===== src/rtl/thermo_pkg.sv =====
`default_nettype none
// +----------------------------------------------------------------------+
// | thermo_pkg : shared encodings for the thermometer count link         |
// | rev 1.0                                                              |
// +----------------------------------------------------------------------+
package thermo_pkg;

  typedef enum logic [1:0] {
    ST_ACQUIRE = 2'd0,
    ST_TRACK   = 2'd1,
    ST_ERROR   = 2'd2
  } state_t;

  typedef enum logic [1:0] {
    DIR_HOLD = 2'b00,
    DIR_UP   = 2'b01,
    DIR_DOWN = 2'b10,
    DIR_JUMP = 2'b11
  } dir_t;

  localparam int LOCK_COUNT = 3;

endpackage
`default_nettype wire


===== src/rtl/thermo_check.sv =====
`default_nettype none
// +----------------------------------------------------------------------+
// | thermo_check : combinational thermometer decode with bubble/range chk|
// | rev 1.0                                                              |
// +----------------------------------------------------------------------+
module thermo_check #(
  parameter int THERMO_W = 16,
  parameter int MOD_N    = 10
) (
  input  logic [THERMO_W-1:0] code,
  output logic [3:0]          k,
  output logic                bubble_err,
  output logic                range_err
);

  localparam int CW = $clog2(THERMO_W + 1);

  logic [CW-1:0]       ones;
  logic [THERMO_W-1:0] mask;

  // A legal code is exactly the contiguous fill implied by its own popcount.
  always_comb begin
    ones = '0;
    for (int i = 0; i < THERMO_W; i++) begin
      ones = ones + CW'(code[i]);
    end
    mask = '0;
    for (int i = 0; i < THERMO_W; i++) begin
      mask[i] = (CW'(i) < ones);
    end
    bubble_err = (code != mask) || (int'(ones) > 15);
    range_err  = !bubble_err && (int'(ones) >= MOD_N);
    k          = 4'(ones);
  end

endmodule
`default_nettype wire


===== src/rtl/thermo_count_decoder.sv =====
`default_nettype none
// +----------------------------------------------------------------------+
// | thermo_count_decoder : 2-stage thermometer decode, step class, lock  |
// | rev 1.0                                                              |
// +----------------------------------------------------------------------+
module thermo_count_decoder
  import thermo_pkg::*;
#(
  parameter int MOD_N     = 10,
  parameter int THERMO_W  = 16,
  parameter int ERR_CNT_W = 8
) (
  input  logic                 clk,
  input  logic                 rst,
  input  logic                 clk_en,
  input  logic [THERMO_W-1:0]  thermo_in,
  input  logic                 err_clr,
  output logic [3:0]           count_out,
  output logic                 count_valid,
  output logic                 code_err,
  output logic [1:0]           dir,
  output logic                 locked,
  output logic [ERR_CNT_W-1:0] err_cnt
);

  localparam logic [3:0] TOP_VAL  = 4'(MOD_N - 1);
  localparam logic [1:0] LOCK_VAL = 2'(LOCK_COUNT);

  logic [THERMO_W-1:0] s1_code;
  logic                s1_vld;
  logic                s1_clr;

  logic [3:0] k;
  logic       bubble_err;
  logic       range_err;
  logic       sample_ok;
  logic       sample_bad;
  logic [3:0] up_val;
  logic [3:0] down_val;
  dir_t       step_dir;
  logic [1:0] acq_consec;

  state_t     state;
  logic [1:0] consec;
  logic       have_ref;

  thermo_check #(
    .THERMO_W (THERMO_W),
    .MOD_N    (MOD_N)
  ) u_check (
    .code       (s1_code),
    .k          (k),
    .bubble_err (bubble_err),
    .range_err  (range_err)
  );

  assign sample_ok  = s1_vld && !bubble_err && !range_err;
  assign sample_bad = s1_vld && (bubble_err || range_err);
  assign up_val     = (count_out == TOP_VAL) ? 4'd0 : count_out + 4'd1;
  assign down_val   = (count_out == 4'd0) ? TOP_VAL : count_out - 4'd1;

  // Hold is tested first, then up, so up wins over down when MOD_N=2.
  always_comb begin
    step_dir = DIR_JUMP;
    if (!have_ref || k == count_out) begin
      step_dir = DIR_HOLD;
    end else if (k == up_val) begin
      step_dir = DIR_UP;
    end else if (k == down_val) begin
      step_dir = DIR_DOWN;
    end
    acq_consec = (step_dir == DIR_JUMP) ? 2'd1 : consec + 2'd1;
  end

  always_ff @(posedge clk or posedge rst) begin
    if (rst) begin
      s1_code <= '0;
      s1_vld  <= 1'b0;
      s1_clr  <= 1'b0;
    end else begin
      s1_vld  <= clk_en;
      s1_clr  <= err_clr;
      if (clk_en) begin
        s1_code <= thermo_in;
      end
    end
  end

  always_ff @(posedge clk or posedge rst) begin
    if (rst) begin
      count_out   <= 4'd0;
      count_valid <= 1'b0;
      code_err    <= 1'b0;
      dir         <= DIR_HOLD;
      locked      <= 1'b0;
      state       <= ST_ACQUIRE;
      consec      <= 2'd0;
      have_ref    <= 1'b0;
    end else begin
      count_valid <= sample_ok;
      code_err    <= sample_bad;
      if (sample_ok) begin
        count_out <= k;
        dir       <= step_dir;
        have_ref  <= 1'b1;
        case (state)
          ST_ACQUIRE: begin
            consec <= acq_consec;
            if (acq_consec == LOCK_VAL) begin
              state  <= ST_TRACK;
              locked <= 1'b1;
            end
          end
          ST_TRACK: begin
            state <= ST_TRACK;
          end
          ST_ERROR: begin
            state  <= ST_ACQUIRE;
            consec <= 2'd1;
          end
          default: begin
            state  <= ST_ACQUIRE;
            consec <= 2'd0;
            locked <= 1'b0;
          end
        endcase
      end else if (sample_bad) begin
        state    <= ST_ERROR;
        locked   <= 1'b0;
        have_ref <= 1'b0;
        consec   <= 2'd0;
      end
    end
  end

  // The clear rides in stage 1 with its sample so a coincident error still counts.
  always_ff @(posedge clk or posedge rst) begin
    if (rst) begin
      err_cnt <= '0;
    end else if (s1_clr) begin
      err_cnt <= sample_bad ? ERR_CNT_W'(1) : '0;
    end else if (sample_bad && !(&err_cnt)) begin
      err_cnt <= err_cnt + 1'b1;
    end
  end

endmodule
`default_nettype wire


===== config.mk =====
export PLATFORM = sky130hd
export DESIGN_NAME = thermo_count_decoder
export DESIGN_NICKNAME = d
export VERILOG_FILES = /design/src/rtl/thermo_pkg.sv /design/src/rtl/thermo_check.sv /design/src/rtl/thermo_count_decoder.sv
export SDC_FILE = /design/constraint.sdc
export NUM_CORES = 1
export LEC_CHECK = 0
export BUFFER_PORTS_ARGS = -buffer_cell sky130_fd_sc_hd__buf_2
export CORE_AREA = 10 10 95 97
export DETAILED_ROUTE_END_ITERATION = 6
export DIE_AREA = 0 0 105 107
export SYNTH_ARGS = -nofsm -noshare
export SYNTH_HDL_FRONTEND = slang
export SYNTH_SLANG_ARGS = --single-unit

===== constraint.sdc =====
create_clock -name clk -period 6.87 [get_ports clk]
set_input_delay 1.7175 -clock clk [delete_from_list [all_inputs] [get_ports clk]]
set_output_delay 1.7175 -clock clk [all_outputs]
set_load 0.005 [all_outputs]

# Yosys cells after proc, flatten, opt, wreduce, memory -nomap -nowiden
# Cells that the tools add are included.
[op_classes]
n_bitwise = 0
n_div = 0
reduce_logical = 21
n_eq_ne = 12
mux = 21
shifts = 0
add_sub_neg = 19
order_cmp = 18
multipliers = 0
[op_table]
columns = ["cell", "n"]
rows = [
  ["$add 5x1->5", 14],
  ["$lt 4x5->1 const A", 8],
  ["$lt 3x5->1 const A", 4],
  ["$mux 2", 8],
  ["$mux 8", 2],
  ["$ne 16x16->1", 1],
  ["$eq 4x4->1", 3],
  ["$lt 1x5->1 const A", 2],
  ["$lt 2x5->1 const A", 2],
  ["$add 8x1->8 const B", 1],
  ["$mux 4", 2],
  ["$reduce_and 8->1", 1],
  ["$eq 2x2->1 const B", 3],
  ["$mux 1", 6],
  ["$pmux 2 s3", 1],
  ["$ge 5x4->1 const B", 1],
  ["$gt 5x4->1 const B", 1],
  ["$logic_and 1x1->1", 5],
  ["$add 4x1->4 const B", 1],
  ["$eq 4x4->1 const B", 1],
  ["$logic_not 1->1", 4],
  ["$logic_not 4->1", 1],
  ["$ne 2x2->1 const B", 2],
  ["$pmux 2 s2", 1],
  ["other kinds (12)", 16],
]
[word_totals]
regBits = 40
romBits = 0
ramBits = 0
latchBits = 0
n_memories = 0

# Logic depth before layout (Yosys ltp)
# Gate-level depths: netlist (run 1).
[depth]
depth_word = 25
depth_mapped = 21

# Hierarchy
# Synthesis (run 1) repeated with hierarchy kept, for this count alone.
[unflattened]
cells_unflattened = 318
hier_area_um2 = 3055.4
[by_module_without_submodules]
columns = ["mod", "n_inst", "seq_area_each_um2", "cells_each", "area_each_um2"]
rows = [
  ["thermo_count_decoder", 1, 1001.0, 179, 1964.4],
  ["thermo_check", 1, 0.0, 139, 1091.0],
]

# Worst setup path after synthesis (run 1)
# No wires, ideal clock.
[synth_timing]
path_type = "register to register"
from = "register s1_code[0]"
to = "register count_out[3]"
stages_incl_launch_ff = 18
period_less_slack_ps = 5727
path_slack_ps = 1143
path_buffers = 1
arrival_time_ps = 5602
cell_sequence = "dfrtp_1 ha_1 inv_1 fa_1 fa_1 fa_1 fa_1 fa_1 fa_1 buf_2 or2_1 o21ai_1 nand2_1 o311ai_0 nand3_1 or3b_4 nor3_4 mux2_4"
[synth_between]
elab_chain_cells = 22
word_cells_on_any_way = 40
cone_classes = "add/sub (15); order compare (18); eq/ne (1); reduce/logical (6)"
[synth_lines]
columns = ["item", "line", "text"]
rows = [
  ["from (decl)", "thermo_count_decoder.sv:29", "logic [THERMO_W-1:0] s1_code;"],
  ["from (signal assigned)", "thermo_count_decoder.sv:84", "s1_code <= thermo_in;"],
  ["$add 1x1->2", "thermo_check.sv:25", "ones = ones + CW'(code[i]);"],
  ["$add 5x1->5 (14 in series)", "thermo_check.sv:25", ""],
  ["$lt 1x5->1 (tied with other cells)", "thermo_check.sv:29", "mask[i] = (CW'(i) < ones);"],
  ["$ne 16x16->1", "thermo_check.sv:31", "bubble_err = (code != mask) || (int'(ones) > 15);"],
  ["$logic_or 1x1->1", "thermo_check.sv:31", ""],
  ["$logic_not 1->1", "thermo_check.sv:32, thermo_count_decoder.sv:57", ""],
  ["$logic_and 1x1->1", "thermo_check.sv:32", "range_err = !bubble_err && (int'(ones) >= MOD_N);"],
  ["$logic_not 1->1", "thermo_count_decoder.sv:57", "assign sample_ok = s1_vld && !bubble_err && !range_err;"],
  ["$logic_and 1x1->1 *", "thermo_count_decoder.sv:57", ""],
  ["net sample_ok", "thermo_count_decoder.sv:36", "logic sample_ok;"],
  ["to (signal assigned)", "thermo_count_decoder.sv:103", "count_out <= k;"],
  ["to (decl)", "thermo_count_decoder.sv:18", "output logic [3:0] count_out,"],
]
# The timed path passes the listed nets; every way through them passes the cells marked *.
# A chain may end at the register's enable or synchronous reset.

# Worst setup path in the final report (run 1)
# Same ends and word-level chain as after synthesis.

==> results_dict.tcl, run 1 <==
set metrics [dict create \
    dpl-instance-area_mm2 0.00332 \
    fin_area_mm2 0.00344 \
    synth.top_cells.by_area "dfrtp_1 33%, fa_1 6.5%, nand2_1 4.4%" \
    cts_setup_buffers 0 \
    slowest_stage "fa_1" \
    yosys.area.top_type "dfrtp_1" \
    reg2reg_slack_ns 0.47 \
    path_cells "ha_1 > inv_1 > fa_1 > fa_1 > fa_1 > fa_1 > fa_1 > fa_1 > or2_1 > o21ai_1 > nand2_1 > o311ai_0 > nand3_1 > or3b_4 > nor3_4 > mux2_4" \
    cts_buffers 5 \
    grt_pass1_wl_mm 12.4 \
    cts_root_buf "clkbuf_8" \
    start_util_pct 43.0 \
    die_x_um 105 \
    dieArea_mm2 0.0112 \
    antenna_found_initial 0 \
    grt_max_degree 41 \
    synthesis.nets 387 \
    status "complete, no violations" \
    yosys_warnings 0 \
    clk_pin_slew_worst_paths_ns 0.08 \
    tritoncts "yes" \
    synth_edf_count 0 \
    rsz0062_at_grt "no" \
    io_buffer_count 36 \
    synth-seq-cells 40 \
    hold_viol 0 \
    fin_crit_sh_pct 93.1 \
    syn_inst 348 \
    internal_power_w 0.000864 \
    fin_nets 417 \
    hold_buffers 0 \
    syn_to_final_growth_pct 12.0 \
    grt.busiest_layer "met2" \
    track_usage_pct 13.0 \
    clkLatencyLatePin_ns 0.30 \
    hpwl_mm 5.73 \
    worst_pin_slew_ns 0.649 \
    cts.sinks 40 \
    synthesis.area_mm2 0.00307 \
    ir_worst_vdd_v 0.000302 \
    pwr-share-seq_pct 14.6 \
    synth.yosys.seq_area_share_pct 32.6 \
    timing.setup.tns_ns 0 \
    use_met3_pct 3.65 \
    cp.arrival_ns 6.58 \
    power.switching_w 0.000926 \
    wl_per_cell_um 15.4 \
    setup_viol 0 \
    rows 31 \
    vias 2673 \
    met2_usage_pct 21.1 \
    drt-initial-drc-count 186 \
    cts_resized 0 \
    viasPerCell 5.59 \
    place.gp.congestion 0.882 \
    critPathLaunchType "flop" \
    synthFlopType "dfrtp_1" \
    p_per_area_mw_per_mm2 521 \
    cts-htree-levels 2 \
    crit_fanout 19 \
    drc 0 \
    comb_power_share_pct 73.8 \
    yosys.cell_types.count 74 \
    cts.path.max_buffers 2 \
    async_flop_share_pct 100 \
    drive_gt1_share_pct 17.2 \
    min_period_ns 6.40 \
    maxCapViolations 0 \
    required_ns 7.06 \
    coreArea_mm2 0.00714 \
    drt-total-wl_mm 7.36 \
    criticalPathCategory "flop to flop" \
    synth.top_cell.area_share_pct 32.6 \
    dp_slack_ns 0.475 \
    p_leak_nw 1.59 \
    grtUsageMet1_pct 16.6 \
    hold_class "flop to flop" \
    first_pass_iters 5 \
    fin_ws_ns 0.473 \
    max_freq_ghz 0.156 \
    antenna_cells 0 \
    die_y_um 107 \
    antenna_left 0 \
    swShare_pct 51.7 \
    ios 37 \
    finClkSkew_ns 0.00448 \
    relSlewSlack_pct 56.7 \
    power_frac_clock_pct 11.6 \
    grt_pass1_vias 2600 \
    crit_path_max_incr_delay_ns 0.73 \
    maxSlewViolCount 0 \
    cp_common_cell "fa_1" \
    syn_area_per_cell_um2 8.82 \
    critPathCaptureType "flop" \
    grt-ovfl-total 0 \
]
-- metal layers --
metal  share of wire (%)  wire length [µm]
met3                 6.3               461
met1                  47              3470
met2                  45              3290
met4                 2.0               147
met5                   0                 0
-- registers in the layout, indices dropped and copies added (netlist names), 2 cells and up --
| name | cells |
|---|---|
| consec | 2 |
| dir | 2 |
| state | 2 |
| err_cnt | 8 |
| s1_code | 16 |
| count_out | 4 |
-- cell type report --
class | count | area [µm²]
fill | 721 | 3700
tap | 99 | 124
clock buffer | 6 | 82.6
timing repair buffer | 38 | 195
sequential | 40 | 1000
inverter | 37 | 139
multi-input combinational | 256 | 1860
clock inverter | 2 | 38.8
-- cell usage in the layout, fill, tap and decap left out, drive strengths merged, types with 3 or more instances in the layout --
| cell type | instances |
|---|---|
| clkbuf | 6 |
| dfrtp | 40 |
| nand2b | 8 |
| o21ai | 31 |
| o31ai | 6 |
| nand3 | 11 |
| nor2b | 5 |
| ha | 9 |
| buf | 38 |
| a31oi | 5 |
| mux2 | 5 |
| o221ai | 3 |
| o22ai | 3 |
| a211o | 3 |
| nor2 | 21 |
| nor3 | 10 |
| fa | 10 |
| and2 | 3 |
| xor2 | 3 |
| nand4 | 7 |
| mux2i | 6 |
| a21oi | 12 |
| inv | 37 |
| nand2 | 36 |
| a21o | 4 |
| and3 | 5 |
-- cell families (layout without fill, tap and decap cells) --
kind of cell | count (synthesis) | after routing | share of synthesized area [%]
and+or+nand+nor | 127 | 127 | 22.5
AOI/OAI and AO/OA | 92 | 92 | 20.8
buffers and inverters | 52 | 83 | 6.89
DFF | 40 | 40 | 32.6
adders and majority gates | 19 | 19 | 10.2
muxes | 11 | 11 | 4.16
xor gates and xnor gates | 7 | 7 | 2.89
-- power groups by stage --
| stage | registers, W | logic (W) | clock network (W) |
|---|---|---|---|
| 2_1_floorplan | 0.000261 | 0.00103 | 0 |
| 3_3_place_gp | 0.000265 | 0.00129 | 0 |
| 3_5_place_dp | 0.000265 | 0.00129 | 0 |
| 4_1_cts | 0.000261 | 0.00130 | 0.000212 |
| 5_1_grt | 0.000263 | 0.00144 | 0.000221 |
| 6_report | 0.000261 | 0.00132 | 0.000207 |
-- critical path: cells and delay by family, from the launching register on --
| family | cells | cell delay (ns) |
|---|---|---|
| fa+ha+maj | 7 | 3.33 |
| simple gates | 5 | 1.45 |
| compound gates | 2 | 0.67 |
| flops | 1 | 0.41 |
| mux | 1 | 0.34 |
| buf+inv | 1 | 0.07 |
-- metrics by stage --
stage / utilization (%) / instances / power, W / hold WS (ns)
floorplan: - / 348 / 0.00129 / 0.465
CTS: 48.2 / 478 / 0.00177 / 0.517
finish: 48.2 / 478 / 0.00179 / 0.510
detailed placement: 46.5 / 470 / 0.00156 / 0.496
global placement: 46.5 / 470 / 0.00155 / 0.495
global route: 48.2 / 478 / 0.00193 / 0.553
-- worst paths after layout --
check,from,end,cells after the start
max in group asynchronous,rst,s1_code[12],3
min in group asynchronous,rst,state[0],3
worst max register to register,s1_code[0],count_out[3],16
worst max-delay path,s1_code[0],count_out[3],16
worst min register to register,locked,locked,1
worst min-delay path,locked,locked,1
-- Yosys cell counts, types with 3 or more instances --
cell,count
clkbuf_1,9
o21ai_1,6
o22ai_1,3
nand3_1,11
nor2b_1,5
nand2_1,36
nand4_1,7
a21oi_1,11
a31oi_1,4
inv_2,4
mux2_4,3
dfrtp_1,40
and2_1,3
o221ai_1,3
o21ai_0,24
buf_2,4
nand2b_1,8
mux2i_1,6
o31ai_1,5
nor2_1,21
xor2_1,3
ha_1,9
a211o_1,3
nor3_1,9
and3_1,5
a21o_1,4
fa_1,10
inv_1,33
Power figures use the tool's default switching activity.
==> run 2, diff against run 1 <==
- CORE_AREA: 10 10 95 97 -> 10 10 84 86
- DIE_AREA: 0 0 105 107 -> 0 0 94 96
- GPL_ROUTABILITY_DRIVEN: not set -> 0
- PLACE_DENSITY_LB_ADDON: not set -> 0.08
==> run 2 against run 1 <==
Effect of this change:
- cell count shrank 5.6%
- power shrank 3.8%
- clock power shrank 27%
- sequential share of layout area grew 0.57 points
- highest routed layer unchanged
==> results_dict.tcl, run 2 (synthesized netlist as in run 1, its figures left out) <==
set metrics [dict create \
    p_per_area_mw_per_mm2 511 \
    rows 27 \
    start_util_pct 56.8 \
    die_y_um 96 \
    maxCapViolations 0 \
    max_freq_ghz 0.158 \
    required_ns 7.05 \
    cts_root_buf "clkbuf_8" \
    maxSlewViolCount 0 \
    grt-ovfl-total 0 \
    wl_per_cell_um 16.4 \
    grt_pass1_vias 2608 \
    clk_pin_slew_worst_paths_ns 0.08 \
    critPathLaunchType "flop" \
    dp_cells 444 \
    finClkSkew_ns 0.00633 \
    cts_buffers 5 \
    fill_cells 490 \
    antenna_cells 0 \
    cts-htree-levels 2 \
    syn_to_final_growth_pct 9.82 \
    relSlewSlack_pct 55.7 \
    tritoncts "yes" \
    hpwl_mm 5.78 \
    critPathCaptureType "flop" \
    top_regs "s1_code (16), err_cnt (8), count_out (4)" \
    final_common_cell "dfrtp_1" \
    cts.sinks 40 \
    timing.setup.tns_ns 0 \
    fin_nets 418 \
    p_leak_nw 1.57 \
    hold_viol 0 \
    fin_hold_ws_ns 0.493 \
    fin_crit_sh_pct 92.0 \
    hold_class "flop to flop" \
    track_usage_pct 17.0 \
    largest_register_ffs 16 \
    first_pass_iters 5 \
    io_buffer_count 36 \
    drc 0 \
    coreArea_mm2 0.00541 \
    crit_fanout 19 \
    hold_buffers 0 \
    vias 2650 \
    final_cell_mix "40 x dfrtp_1, 36 x nand2_1, 36 x buf_2" \
    regMostFlops "s1_code" \
    cts_setup_buffers 0 \
    drt-initial-drc-count 251 \
    grt_max_degree 41 \
    grt_pass1_wl_mm 12.5 \
    viasPerCell 5.88 \
    dieArea_mm2 0.00902 \
    fin_cells 451 \
    drt-total-wl_mm 7.39 \
    setup_viol 0 \
    ios 37 \
    cp.arrival_ns 6.50 \
    ir_worst_vdd_v 0.000310 \
    status "complete, no violations" \
    rsz0062_at_grt "no" \
    drive_gt1_share_pct 17.2 \
    die_x_um 94 \
    criticalPathCategory "flop to flop" \
    cts_resized 0 \
    min_period_ns 6.32 \
    worst_pin_slew_ns 0.664 \
    clkLatencyLatePin_ns 0.29 \
    cts.path.max_buffers 2 \
    antenna_found_initial 0 \
    antenna_left 0 \
]
==> run 2: cell types whose count changed in the layout (fill, tap and decap cells not counted) <==
cell / change
clkbuf_8: -1
buf_4: +1
clkinvlp_4: +1
bufinv_16: -1
clkinv_4: -1
clkinv_2: +1
==> run 2: layer usage <==
layer	GRT usage, %	vias to the layer above	part of all wire (%)
met1	22.6	1241	47
li1	-	1309	-
met2	26.3	84	45
met4	4.94	0	1.8
met5	0	-	0
met3	4.75	16	6.1
==> run 2: path summary, 6_finish.rpt <==
check | depth (start not counted) | slack (ns) | endpoint | from
max | 16 | 0.55 | dir[0] | s1_code[0]
min | 1 | 0.49 | locked | locked
max reg2reg | 16 | 0.55 | dir[0] | s1_code[0]
min reg2reg | 1 | 0.49 | locked | locked
max in group asynchronous | 3 | 4.99 | s1_code[3] | rst
min in group asynchronous | 3 | 1.54 | state[1] | rst
==> run 2: worst max-delay path, cell delays in order (launching register included) <==
cell      delay, ns
dfrtp_1        0.42
ha_1           0.30
inv_1          0.06
fa_1           0.43
fa_1           0.50
fa_1           0.53
fa_1           0.43
fa_1           0.43
fa_1           0.74
or2_1          0.39
o21ai_1        0.18
nand2_1        0.07
o311ai_0       0.41
nand3_1        0.14
or3b_4         0.43
nor3_4         0.41
mux2_4         0.34
==> run 2: area by class of cell <==
type / instances / area (µm²) / area share (%)
inverters: 37 / 139 / 4.12
flip-flops and latches: 40 / 1000 / 29.7
multi-input cells: 256 / 1860 / 55.1
clock buffers: 5 / 68.8 / 2.04
clock inverters: 2 / 12.5 / 0.371
well taps: 72 / 90.1 / 2.67
repair buffers: 39 / 203 / 6.01
==> run 2: metrics by stage <==
stage	worst slack (ns)	area (µm²)	util, %	power (W)
final	0.551	3370	62.4	0.00172
after global routing	0.198	3370	62.4	0.00187
after CTS	0.517	3370	62.4	0.00171
after detailed placement	0.527	3290	60.9	0.00155
after global placement	0.725	3290	60.9	0.00153
after floorplan	1.14	3070	-	0.00129
==> run 2: power by group <==
group          leakage, nW  internal, W  switching (W)
combinational         1.02     0.000497       0.000813
clock               0.0400    0.0000688      0.0000827
sequential           0.514     0.000248      0.0000130
total                 1.57     0.000813       0.000909
==> run 3, diff against run 2 <==
- CAP_MARGIN: not set -> 20
- CORE_AREA: 10 10 84 86 -> 10 10 83 85
- DIE_AREA: 0 0 94 96 -> 0 0 93 95
- PLACE_DENSITY: not set -> 0.81
- PLACE_DENSITY_LB_ADDON: 0.08 -> not set
- SYNTH_HIERARCHICAL: not set -> 1
==> run 3 against run 2 <==
Effect of this change:
- area after synthesis decreased by 0.49%
- sequential share of layout area rose by 0.39 points
- global-route usage down 0.94 points
- highest routed layer unchanged
- flip-flop and latch count stayed put
- hold slack got worse by 0.0057 ns
- fmax up 0.63%
- register-to-register slack improved by 0.04 ns
- first-iteration DRC count down 29%
- wire length fell by 5.8%
- core utilization barely moved
- die area decreased by 2.1%
- non-clock buffer count fell by 1
==> results_dict.tcl, run 3 <==
set metrics [dict create \
    status "complete, no violations" \
    cts_buffers 5 \
    critPathCaptureType "flop" \
    path_delay_family "adder cells" \
    worst_pin_slew_ns 0.623 \
    dp_slack_ns 0.392 \
    synthFlopType "dfrtp_1" \
    hold_class "flop to flop" \
    fin_nets 387 \
    viasPerCell 5.92 \
    maxCapViolations 0 \
    cts_root_buf "clkbuf_8" \
    start_util_pct 57.2 \
    track_usage_pct 16.0 \
    ys_top_cells_by_count "40 x dfrtp_1, 35 x inv_1, 29 x nand2_1" \
    criticalPathCategory "flop to flop" \
    timing.setup.tns_ns 0 \
    rsz0062_at_grt "no" \
    fill_cells 453 \
    io_buffer_count 36 \
    regMostFlops "s1_code" \
    path_cells "inv_1 > fa_1 > inv_1 > fa_1 > fa_1 > inv_1 > fa_1 > inv_1 > ha_1 > fa_2 > buf_4 > nor2_1 > nor3_1 > nor4_1 > a21oi_1 > a2111oi_2 > and4b_1 > o21ai_0 > a41o_1 > nor4_1 > xnor2_1 > nor2_1" \
    syn_to_final_growth_pct 8.93 \
    coreArea_mm2 0.00534 \
    clk_pin_slew_worst_paths_ns 0.09 \
    fin_crit_sh_pct 91.4 \
    drt-total-wl_mm 6.96 \
    largest_register_ffs 16 \
    max_freq_ghz 0.159 \
    first_pass_iters 5 \
    setup_viol 0 \
    synthesis.nets 357 \
    synth.top_cells.by_area "dfrtp_1 33%, mux2_2 7.7%, fa_1 6.6%" \
    yosys.area.top_type "dfrtp_1" \
    wl_per_cell_um 16.5 \
    yosysMostFrequentCell "dfrtp_1" \
    maxSlewViolCount 0 \
    slowest_stage "nor4_1" \
    synth-seq-cells 40 \
    synthesis.area_mm2 0.00306 \
    grt-ovfl-total 0 \
    cts-htree-levels 2 \
    crit_fanout 14 \
    cp.arrival_ns 6.47 \
    critPathLaunchType "flop" \
    yosys_warnings 6 \
    async_flop_share_pct 100 \
    vias 2491 \
    relSlewSlack_pct 58.1 \
    syn_inst 318 \
    antenna_left 0 \
    fin_hold_ws_ns 0.487 \
    yosys.cell_types.count 76 \
    cp.buffers_inverters 5 \
    drt-initial-drc-count 177 \
    final_common_cell "dfrtp_1" \
    synth_edf_count 0 \
    top_regs "s1_code (16), err_cnt (8), count_out (4)" \
    clkLatencyLatePin_ns 0.30 \
    cts.sinks 40 \
    syn_area_per_cell_um2 9.61 \
    grt_pass1_vias 2555 \
    grt_max_degree 41 \
    fin_cells 421 \
    finClkSkew_ns 0.0137 \
    dp_cells 413 \
    antenna_cells 0 \
    rows 27 \
    synth.top_cell.area_share_pct 32.8 \
    use_met3_pct 5.23 \
    min_period_ns 6.28 \
    reg2reg_slack_ns 0.59 \
    met2_usage_pct 27.1 \
    drive_gt1_share_pct 25.8 \
    required_ns 7.06 \
    tritoncts "yes" \
    drc 0 \
    grtUsageMet1_pct 18.2 \
    crit_path_max_incr_delay_ns 0.54 \
    antenna_found_initial 0 \
    cts_setup_buffers 0 \
    die_x_um 93 \
    ios 37 \
    final_cell_mix "40 x dfrtp_1, 36 x buf_2, 35 x inv_1" \
    fin_ws_ns 0.590 \
    cts.path.max_buffers 2 \
    dieArea_mm2 0.00884 \
    grt.busiest_layer "met2" \
    grt_pass1_wl_mm 11.6 \
    hpwl_mm 5.21 \
    synth.yosys.seq_area_share_pct 32.8 \
    die_y_um 95 \
    hold_viol 0 \
]
## run 3: repair_timing
item                                   CTS  global route
hold buffers                             0             0
endpoints found under the hold margin    0             0
setup endpoints to repair                0             7
resized for setup                        0             3
## run 3: cell type report
class                   count  area, µm²  area share (%)
clock buffers               6       82.6            2.48
clock inverters             2       15.0           0.451
multi-input cells         228       1810            54.5
flip-flops and latches     40       1000            30.1
well taps                  72       90.1            2.71
repair buffers             38        195            5.86
inverters                  35        131            3.95
## run 3: worst register-to-register path, stage by stage, from the launching register on
cell and delay, ns:
dfrtp_1 0.38, inv_1 0.18, fa_1 0.44, inv_1 0.09, fa_1 0.45, fa_1 0.52, inv_1 0.05, fa_1 0.47
inv_1 0.04, ha_1 0.21, fa_2 0.48, buf_4 0.22, nor2_1 0.20, nor3_1 0.07, nor4_1 0.54, a21oi_1 0.18
a2111oi_2 0.36, and4b_1 0.29, o21ai_0 0.15, a41o_1 0.33, nor4_1 0.32, xnor2_1 0.16, nor2_1 0.05
## run 3: cell families (layout without fill, tap and decap cells)
| kind of cell | Yosys count | in the layout | share of synthesized area [%] |
|---|---|---|---|
| buffers and inverters | 50 | 81 | 8.27 |
| AO/OA/AOI/OAI | 69 | 69 | 17.4 |
| flip-flops | 40 | 40 | 32.8 |
| adder cells (fa/ha/maj) | 19 | 19 | 10.2 |
| XOR/XNOR | 16 | 16 | 4.59 |
| multiplexers | 24 | 24 | 8.89 |
| AND/OR/NAND/NOR | 100 | 100 | 17.9 |
## run 3: through the flow
stage               area (µm²)  util, %
CTS                       3320     62.1
floorplan                 3060        -
global placement          3220     60.3
detailed placement        3220     60.3
finish                    3330     62.4
global route              3330     62.4
## run 3: worst paths after layout
check | start | endpoint | cells past startpoint
max in group asynchronous | rst | s1_code[6] | 3
hold reg to reg | dir[0] | dir[0] | 2
setup reg to reg | s1_code[7] | err_cnt[7] | 22
hold / removal | dir[0] | dir[0] | 2
setup / recovery | s1_code[7] | err_cnt[7] | 22
min in group asynchronous | rst | locked | 3
## run 3: metal layers
| metal | up-vias | part of all wire [%] |
|---|---|---|
| li1 | 1180 | - |
| met1 | 1183 | 41 |
| met2 | 106 | 49 |
| met3 | 22 | 7.4 |
| met4 | 0 | 2.7 |
| met5 | - | 0 |
Power of run 3 is left out: the tool's default activity adds up to more than one toggle a clock period on the data nets, which glitch-free logic cannot reach.
